### src/rtl/nasti_mem_tester.sv
// rtl/nasti_mem_tester.sv - NASTI master running write-then-read-back burst checks
//
// Purpose: after a start pulse, writes NUM_BURSTS INCR bursts of BURST_LEN beats
// with a deterministic pattern, reading each burst back right after its write
// response and checking every returned beat.
// Ports:
//   clk, rstn          clock, synchronous active-low reset
//   start_i            one-cycle run request (ignored while busy)
//   busy_o, done_o     run in progress / run finished (held until next start)
//   pass_o             done with zero errors
//   err_count_o        saturating failed-check count
//   aw_*, w_*, ar_*    write-address, write-data, read-address master channels
//   b_*, r_*           write-response, read-data channels (this block drives ready)
module nasti_mem_tester #(
  parameter int          ID_WIDTH   = 1,
  parameter int          ADDR_WIDTH = 16,
  parameter int          DATA_WIDTH = 128,
  parameter int          USER_WIDTH = 1,
  parameter int          BASE_ADDR  = 0,
  parameter int          NUM_BURSTS = 4,
  parameter int          BURST_LEN  = 8,
  parameter int          TX_ID      = 0,
  parameter logic [31:0] SEED       = 32'h1234_5678
) (
  input  logic                    clk,
  input  logic                    rstn,
  input  logic                    start_i,
  output logic                    busy_o,
  output logic                    done_o,
  output logic                    pass_o,
  output logic [15:0]             err_count_o,
  output logic                    aw_valid_o,
  input  logic                    aw_ready_i,
  output logic [ID_WIDTH-1:0]     aw_id_o,
  output logic [ADDR_WIDTH-1:0]   aw_addr_o,
  output logic [7:0]              aw_len_o,
  output logic [2:0]              aw_size_o,
  output logic [1:0]              aw_burst_o,
  output logic [USER_WIDTH-1:0]   aw_user_o,
  output logic                    w_valid_o,
  input  logic                    w_ready_i,
  output logic [DATA_WIDTH-1:0]   w_data_o,
  output logic [DATA_WIDTH/8-1:0] w_strb_o,
  output logic                    w_last_o,
  output logic [USER_WIDTH-1:0]   w_user_o,
  input  logic                    b_valid_i,
  output logic                    b_ready_o,
  input  logic [ID_WIDTH-1:0]     b_id_i,
  input  logic [1:0]              b_resp_i,
  output logic                    ar_valid_o,
  input  logic                    ar_ready_i,
  output logic [ID_WIDTH-1:0]     ar_id_o,
  output logic [ADDR_WIDTH-1:0]   ar_addr_o,
  output logic [7:0]              ar_len_o,
  output logic [2:0]              ar_size_o,
  output logic [1:0]              ar_burst_o,
  output logic [USER_WIDTH-1:0]   ar_user_o,
  input  logic                    r_valid_i,
  output logic                    r_ready_o,
  input  logic [ID_WIDTH-1:0]     r_id_i,
  input  logic [DATA_WIDTH-1:0]   r_data_i,
  input  logic [1:0]              r_resp_i,
  input  logic                    r_last_i
);

  localparam int                  LANES      = DATA_WIDTH / 32;
  localparam int                  BEAT_BYTES = DATA_WIDTH / 8;
  localparam logic [2:0]          SIZE       = 3'($clog2(BEAT_BYTES));
  localparam logic [7:0]          LAST_BEAT  = 8'(BURST_LEN - 1);
  localparam logic [7:0]          LAST_BURST = 8'(NUM_BURSTS - 1);
  localparam logic [ID_WIDTH-1:0] TXID       = ID_WIDTH'(TX_ID);

  typedef enum logic [2:0] {S_IDLE, S_AW, S_W, S_B, S_AR, S_R, S_DONE} state_t;

  state_t      state_q, state_d;
  logic [7:0]  burst_q, burst_d, beat_q, beat_d;
  logic [15:0] err_q, err_d;
  logic        done_q, done_d, busy_q;
  logic        r_bad;

  // Lane k of global beat g carries SEED + g + k.
  function automatic logic [DATA_WIDTH-1:0] pattern(input logic [7:0] burst, input logic [7:0] beat);
    logic [31:0]           g;
    logic [DATA_WIDTH-1:0] p;
    g = 32'(burst) * 32'(BURST_LEN) + 32'(beat);
    p = '0;
    for (int k = 0; k < LANES; k++) p[k*32 +: 32] = SEED + g + 32'(k);
    return p;
  endfunction

  function automatic logic [ADDR_WIDTH-1:0] burst_addr(input logic [7:0] burst);
    logic [63:0] a;
    a = 64'(BASE_ADDR) + 64'(burst) * 64'(BURST_LEN * BEAT_BYTES);
    return a[ADDR_WIDTH-1:0];
  endfunction

  function automatic logic [15:0] sat_add(input logic [15:0] c, input logic [1:0] n);
    logic [16:0] s;
    s = {1'b0, c} + 17'(n);
    return s[16] ? 16'hFFFF : s[15:0];
  endfunction

  assign r_bad = (r_data_i != pattern(burst_q, beat_q)) || (r_id_i != TXID) ||
                 (r_resp_i != 2'b00) || (r_last_i != (beat_q == LAST_BEAT));

  // Each state's valid/ready output is registered from state_d, so being in a
  // state implies that state's valid/ready is already high.
  always_comb begin
    state_d = state_q;
    burst_d = burst_q;
    beat_d  = beat_q;
    err_d   = err_q;
    done_d  = done_q;
    case (state_q)
      S_IDLE: if (start_i) begin
        err_d   = '0;
        burst_d = '0;
        beat_d  = '0;
        done_d  = 1'b0;
        state_d = S_AW;
      end
      S_AW: if (aw_ready_i) state_d = S_W;
      S_W: if (w_ready_i) begin
        if (beat_q == LAST_BEAT) begin
          beat_d  = '0;
          state_d = S_B;
        end else begin
          beat_d = beat_q + 8'd1;
        end
      end
      S_B: if (b_valid_i) begin
        err_d   = sat_add(err_q, {1'b0, b_id_i != TXID} + {1'b0, b_resp_i != 2'b00});
        state_d = S_AR;
      end
      S_AR: if (ar_ready_i) state_d = S_R;
      S_R: if (r_valid_i) begin
        if (r_bad) err_d = sat_add(err_q, 2'd1);
        // An early r_last or the final expected beat both close the burst.
        if (r_last_i || beat_q == LAST_BEAT) begin
          beat_d = '0;
          if (burst_q == LAST_BURST) begin
            state_d = S_DONE;
            done_d  = 1'b1;
          end else begin
            burst_d = burst_q + 8'd1;
            state_d = S_AW;
          end
        end else begin
          beat_d = beat_q + 8'd1;
        end
      end
      S_DONE:  state_d = S_IDLE;
      default: state_d = S_IDLE;
    endcase
  end

  always_ff @(posedge clk) begin
    if (!rstn) begin
      state_q    <= S_IDLE;
      burst_q    <= '0;
      beat_q     <= '0;
      err_q      <= '0;
      done_q     <= 1'b0;
      busy_q     <= 1'b0;
      aw_valid_o <= 1'b0;
      w_valid_o  <= 1'b0;
      b_ready_o  <= 1'b0;
      ar_valid_o <= 1'b0;
      r_ready_o  <= 1'b0;
      aw_id_o    <= '0;
      aw_addr_o  <= '0;
      aw_len_o   <= '0;
      aw_size_o  <= '0;
      aw_burst_o <= '0;
      ar_id_o    <= '0;
      ar_addr_o  <= '0;
      ar_len_o   <= '0;
      ar_size_o  <= '0;
      ar_burst_o <= '0;
      w_data_o   <= '0;
      w_strb_o   <= '0;
      w_last_o   <= 1'b0;
    end else begin
      state_q    <= state_d;
      burst_q    <= burst_d;
      beat_q     <= beat_d;
      err_q      <= err_d;
      done_q     <= done_d;
      busy_q     <= (state_d != S_IDLE) && (state_d != S_DONE);
      aw_valid_o <= (state_d == S_AW);
      w_valid_o  <= (state_d == S_W);
      b_ready_o  <= (state_d == S_B);
      ar_valid_o <= (state_d == S_AR);
      r_ready_o  <= (state_d == S_R);
      // burst_d/beat_d only move on handshakes, so payloads stay stable while valid waits.
      if (state_d == S_AW) begin
        aw_id_o    <= TXID;
        aw_addr_o  <= burst_addr(burst_d);
        aw_len_o   <= LAST_BEAT;
        aw_size_o  <= SIZE;
        aw_burst_o <= 2'b01;
      end
      if (state_d == S_AR) begin
        ar_id_o    <= TXID;
        ar_addr_o  <= burst_addr(burst_d);
        ar_len_o   <= LAST_BEAT;
        ar_size_o  <= SIZE;
        ar_burst_o <= 2'b01;
      end
      if (state_d == S_W) begin
        w_data_o <= pattern(burst_d, beat_d);
        w_strb_o <= '1;
        w_last_o <= (beat_d == LAST_BEAT);
      end
    end
  end

  assign busy_o      = busy_q;
  assign done_o      = done_q;
  assign err_count_o = err_q;
  assign pass_o      = done_q && (err_q == 16'd0);
  assign aw_user_o   = '0;
  assign w_user_o    = '0;
  assign ar_user_o   = '0;

endmodule
### config.mk
export PLATFORM = sky130hd
export DESIGN_NAME = nasti_mem_tester
export DESIGN_NICKNAME = d
export VERILOG_FILES = /design/src/rtl/nasti_mem_tester.sv
export SDC_FILE = /design/constraint.sdc
export NUM_CORES = 1
export LEC_CHECK = 0
export CELL_PAD_IN_SITES_DETAIL_PLACEMENT = 2
export CELL_PAD_IN_SITES_GLOBAL_PLACEMENT = 2
export CORE_ASPECT_RATIO = 0.9
export CORE_UTILIZATION = 24
export CTS_CLUSTER_DIAMETER = 200
export DETAILED_ROUTE_END_ITERATION = 6
export PLACE_DENSITY_LB_ADDON = 0.1
export SYNTH_ARGS = -nofsm -noshare
export SYNTH_HDL_FRONTEND = slang
export SYNTH_SLANG_ARGS = --single-unit
### constraint.sdc
create_clock -name clk -period 5.6 [get_ports clk]
set_input_delay 1.12 -clock clk [delete_from_list [all_inputs] [get_ports clk]]
set_output_delay 1.12 -clock clk [all_outputs]
set_load 0.01 [all_outputs]
Word level (Yosys, flattened, before mapping). Index checks and enable logic that the tools add are counted. W data, S select, Z words.

Add/sub/neg operators: 15. Equality and inequality tests: 22. Multiplexer cells: 33. Reductions and logical operators: 15.

Operators with widths (count): $ne A128 B127 Y1 (1); $mux W16 (6); $mux W8 (9); $add A32 B1 Y32 const B (2); $add A32 B2 Y32 const B (2); $add A30 B2 Y31 const B (2); $add A29 B12 Y30 const A (2); $pmux W16 S3 (1); $mux W3 (9); $add A11 B8 Y12 (2); $pmux W8 S3 (1); $pmux W3 S6 (1); $add A16 B1 Y17 const B (1); $add A16 B2 Y17 (1); $add A8 B1 Y8 const B (2); $eq A8 B3 Y1 const B (2); $logic_not A16 Y1 (1); $pmux W8 S2 (1); $eq A3 B2 Y1 const B (4); $eq A3 B3 Y1 const B (4); $ne A2 B2 Y1 const B (6); $reduce_and A5 Y1 (2); $eq A8 B2 Y1 const B (1); $eq A3 B1 Y1 const B (2); other kinds (10) (20).

Register bits: 192. Input port bits: 143. Output and inout bits: 232. Word-level logic and storage cells: 105.

Depth between registers and ports, before layout. Gate-level depths: netlist of run 1.

Depth after elaboration: 10. Gate-level depth with buffers: 24. Gate-level depth less buffers: 24.

Least setup slack after synthesis of run 1. Ideal clock, no wire load.

Path kind: in2reg. From: in start_i. To: reg w_data_o[77]. Arrival: 4.634 ns. Data required time: 5.524 ns. Setup slack: 0.891 ns. Stages on the path: 18. Buffers on the path: 0. Cells stage by stage: or3b_2 > a21oi_1 > o21ai_0 > a32oi_1 > ha_1 > inv_1 > ha_1 > fa_1 > a21oi_1 > o21bai_1 > a21oi_1 > a211oi_1 > xnor2_1 > nand3b_1 > nor2_1 > nand4_1 > or2_2 > a21boi_0.

Cells in the longest elaborated chain, start to end: 5.

Ends and longest elaborated chain: from (decl) (line 27) `input logic start_i,`; $mux W8 (line 115) `S_IDLE: if (start_i) begin`; $pmux W8 S3 or $pmux W8 S2 (tied branches) (line 114) `case (state_q)`; $add A11 B8 Y12 (line 85) `g = 32'(burst) * 32'(BURST_LEN) + 32'(beat);`; $add A29 B12 Y30 (line 87) `for (int k = 0; k < LANES; k++) p[k*32 +: 32] = SEED + g + 32'(k);`; $add A32 B2 Y32 (line 87); to (signal assigned) (line 211) `w_data_o <= pattern(burst_d, beat_d);`; to (decl) (line 42) `output logic [DATA_WIDTH-1:0] w_data_o,`.

Several ways; a longest one is shown, not always the timed one. A chain may end at the register's enable or synchronous reset.

Worst setup path after layout of run 1.
From: in r_last_i. To: reg w_data_o[77].

Cells in the longest elaborated chain, start to end: 7.

Ends and longest elaborated chain: from (decl) (line 63) `input logic r_last_i`; $logic_or A1 B1 Y1 * (line 139) `if (r_last_i || beat_q == LAST_BEAT) begin`; $mux W8 (line 139); $mux W8 (line 136) `S_R: if (r_valid_i) begin`; $pmux W8 S3 or $pmux W8 S2 (tied branches) (line 114); $add A11 B8 Y12 (line 85); $add A29 B12 Y30 (line 87); $add A32 B2 Y32 (line 87).

Mark *: on every way between the ends. The rest lies on a longest branch, timed or not.

==> results of run 1 <==
==> layout make-up <==
type,count,area [sq um],share of cell area [%]
sequential,122,2440,18.1
antenna,1,2.50,0.0185
multi-input combinational,1020,6360,47.0
tap,540,676,5.00
clock buffer,18,439,3.25
clock inverter,14,136,1.01
inverter,58,218,1.61
timing repair buffer,335,3250,24.1
==> power groups by stage <==
stage,sequential [mW],clock (mW),combinational (mW)
after CTS,0.946,1.14,0.554
after floorplan,0.974,0,0.290
after global routing,0.951,1.17,0.592
after detailed placement,0.964,0,0.550
final,0.945,1.10,0.546
after global placement,0.962,0,0.543
==> per-stage QoR <==
step                utilization (%)  hold slack [ps]  cells  instance area (sq um)  setup slack (ps)
finish                         33.3              455   2108                  13500               472
CTS                            33.3              460   2106                  13500               298
detailed placement             31.8              452   2074                  12900              66.1
global placement               31.8              446   2074                  12900               275
global route                   33.3              481   2107                  13500              34.5
floorplan                         -              476   1393                  10200               891
==> cell usage in the layout, fill, tap and decap left out, types with 29 or more instances in the layout <==
cell             instances
nor3_1                  29
o21ai_0                 67
a21oi_1                 58
dfxtp_1                122
conb_1                  82
xor2_1                  39
xnor2_1                 54
nand3_1                 37
clkdlybuf4s50_1        291
nand2_1                151
inv_1                   57
buf_4                   42
nor2_1                 112
ha_1                    39
==> layer usage <==
| metal | track usage, % | vias to the layer above | routed length (um) |
|---|---|---|---|
| met5 | 0 | - | 0 |
| met1 | 24.7 | 4960 | 18800 |
| met2 | 32.4 | 199 | 19600 |
| met3 | 4.30 | 25 | 1800 |
| li1 | - | 4837 | - |
| met4 | 4.07 | 0 | 389 |
==> worst min-delay path by stage <==
stage	startpoint	to	slack [ps]	cells after the start
finish	w_data_o[102]$_SDFFE_PN0P_	w_data_o[102]$_SDFFE_PN0P_	450	2
floorplan	w_data_o[102]$_SDFFE_PN0P_	w_data_o[102]$_SDFFE_PN0P_	480	2
global placement	w_data_o[2]$_SDFFE_PN0P_	w_data_o[2]$_SDFFE_PN0P_	450	2
detailed placement	w_data_o[102]$_SDFFE_PN0P_	w_data_o[102]$_SDFFE_PN0P_	450	2
CTS	w_data_o[102]$_SDFFE_PN0P_	w_data_o[102]$_SDFFE_PN0P_	460	2
global route	w_data_o[102]$_SDFFE_PN0P_	w_data_o[102]$_SDFFE_PN0P_	480	2
==> cells by family (layout without fill, tap and decap cells) <==
group,after synthesis,in the layout
simple gates,503,503
fa+ha+maj,42,42
other cells,1,83
xor+xnor,97,97
buf+inv,251,425
mux,27,27
compound gates,269,269
flops,122,122
==> state kept, by name, indices dropped and copies added, names as in the netlist, 3 cells and up <==
register     cells
w_data_o        61
err_count_o     16
state_q          3
aw_addr_o        8
beat_q           8
ar_addr_o        8
burst_q          8
==> critical path: stages <==
cell and delay, ps:
clkdlybuf4s50_1 450, inv_1 40, ha_1 260, a32oi_1 350, nor2_1 100, o21a_1 180
a31oi_1 280, ha_1 290, inv_1 60, ha_1 190, fa_1 240, a21oi_1 80
o21bai_1 230, a21oi_1 120, a211oi_1 330, xnor2_1 150, nand3b_1 250, nor2_1 140
nand4_1 150, or2_2 330, a21boi_0 140
==> results.json, run 1 <==
{
  "yosys.area_share.simple_pct": 25.3,
  "cts_tree": "built",
  "critPathLaunchType": "input pin",
  "drt_iter0_markers": 291,
  "max_slew_margin_pct": 22.4,
  "reg2reg_depth": 22,
  "worstPathArrival_ps": 5490,
  "syn-instance-count": 1312,
  "viasPerCell": 4.75,
  "hpwl_um": 32000,
  "numCtsBuffers": 17,
  "clk_latency_ps": 440,
  "synth_enable_flop_cells": 0,
  "die_w_um": 216,
  "fmax_mhz": 195,
  "min_path_type": "flop to flop",
  "worst_r2r_endpoint": "w_data_o[77]$_SDFFE_PN0P_",
  "synthXorXnorAreaFrac_pct": 8.93,
  "coreArea_sq_mm": 0.0406,
  "p_int_mw": 1.83,
  "rr_startpoint": "beat_q[1]$_SDFF_PN0_",
  "cp-startpoint": "r_last_i",
  "synth_compound_area_share_pct": 18.4,
  "pwr-share-seq_pct": 36.5,
  "synthMuxAreaShare_pct": 2.75,
  "finalPower_mw": 2.59,
  "vdd_drop_max_mv": 0.208,
  "track_usage_pct": 19.2,
  "p_switching_uw": 758,
  "crit_end": "w_data_o[77]$_SDFFE_PN0P_",
  "wire_per_inst_um": 19.3,
  "fillers": 4725,
  "drt-pass1-iter-count": 4,
  "crit_type": "input pin to flop",
  "cts_setup_buffers": 0,
  "syn_to_final_growth_pct": 36.4,
  "ys_seq_area_share_pct": 24.6,
  "gp_congestion": 0.833,
  "cp_max_fo": 6,
  "rsz0062_at_grt": "no",
  "drv_cap": 0,
  "grt_pass1_wl_um": 62900,
  "drc": 0,
  "r2r_slack_ps": 490,
  "slew_viol_final": 0,
  "finalClockSkew_ps": 14.5,
  "powerDensity_mw_per_mm2": 191,
  "htree_levels": 4,
  "status": "finished clean",
  "post-route-period-util_pct": 91.6,
  "wirelength_um": 40600,
  "synthesis.area_sq_mm": 0.00992,
  "nNetsFinal": 1739,
  "ys.flop_type": "dfxtp_1",
  "path_clk_slew_ps": 60,
  "fin_crit_ps": 5130,
  "grt_remaining_overflow": 0,
  "cts_resized": 0,
  "synthArstFlopShare_pct": 0,
  "synth.top_cell.area_share_pct": 24.6,
  "synthAdderAreaFrac_pct": 5.53,
  "start_util_pct": 24.4,
  "synth_most_common_cell": "nand2_1",
  "clk_path_buf_depth": 2,
  "p_clk_share_pct": 42.4,
  "antenna_found_initial": 1,
  "synth_top_family_by_area": "simple AND/OR/NAND/NOR gates",
  "synth_top_cell_by_area": "dfxtp_1",
  "vias": 10000,
  "critPathCaptureType": "flop",
  "die_h_um": 195,
  "switching_share_pct": 29.3,
  "port_buffers": 292,
  "hold_violations": 0,
  "required_ps": 5960,
  "synth_commonest_cells": "nand2_1, buf_4, dfxtp_1, nor2_1, o21ai_0",
  "rows": 70,
  "grt_pass1_vias": 10600,
  "ys_warn_count": 0,
  "ctsHoldBuffers": 0,
  "comb_power_share_pct": 21.1,
  "max_slew.worst_pin.slew_ps": 1160,
  "cts_root_buf": "clkbuf_16",
  "clock-sinks": 122,
  "synth_area_leaders": "dfxtp_1, buf_4, nand2_1, ha_1, xnor2_1",
  "drive_gt1_share_pct": 6.70,
  "p_leak_nw": 5.26,
  "pin_count": 375,
  "tns_ps": 0,
  "finalSetupViolations": 0,
  "synth_cell_types": 84,
  "die_area_sq_mm": 0.0421,
  "drt.antenna.violating_nets": 0,
  "grt_max_degree": 52,
  "ys_ff_latch": 122,
  "syn_avg_cell_area_sq_um": 7.56
}
(Power assumes the default switching activity.)
==> inputs of run 2 (changes only) <==
- TNS_END_PERCENT: default -> 20
==> results of run 2 <==
Final layout, timing and power as in run 1 (identical DEF).
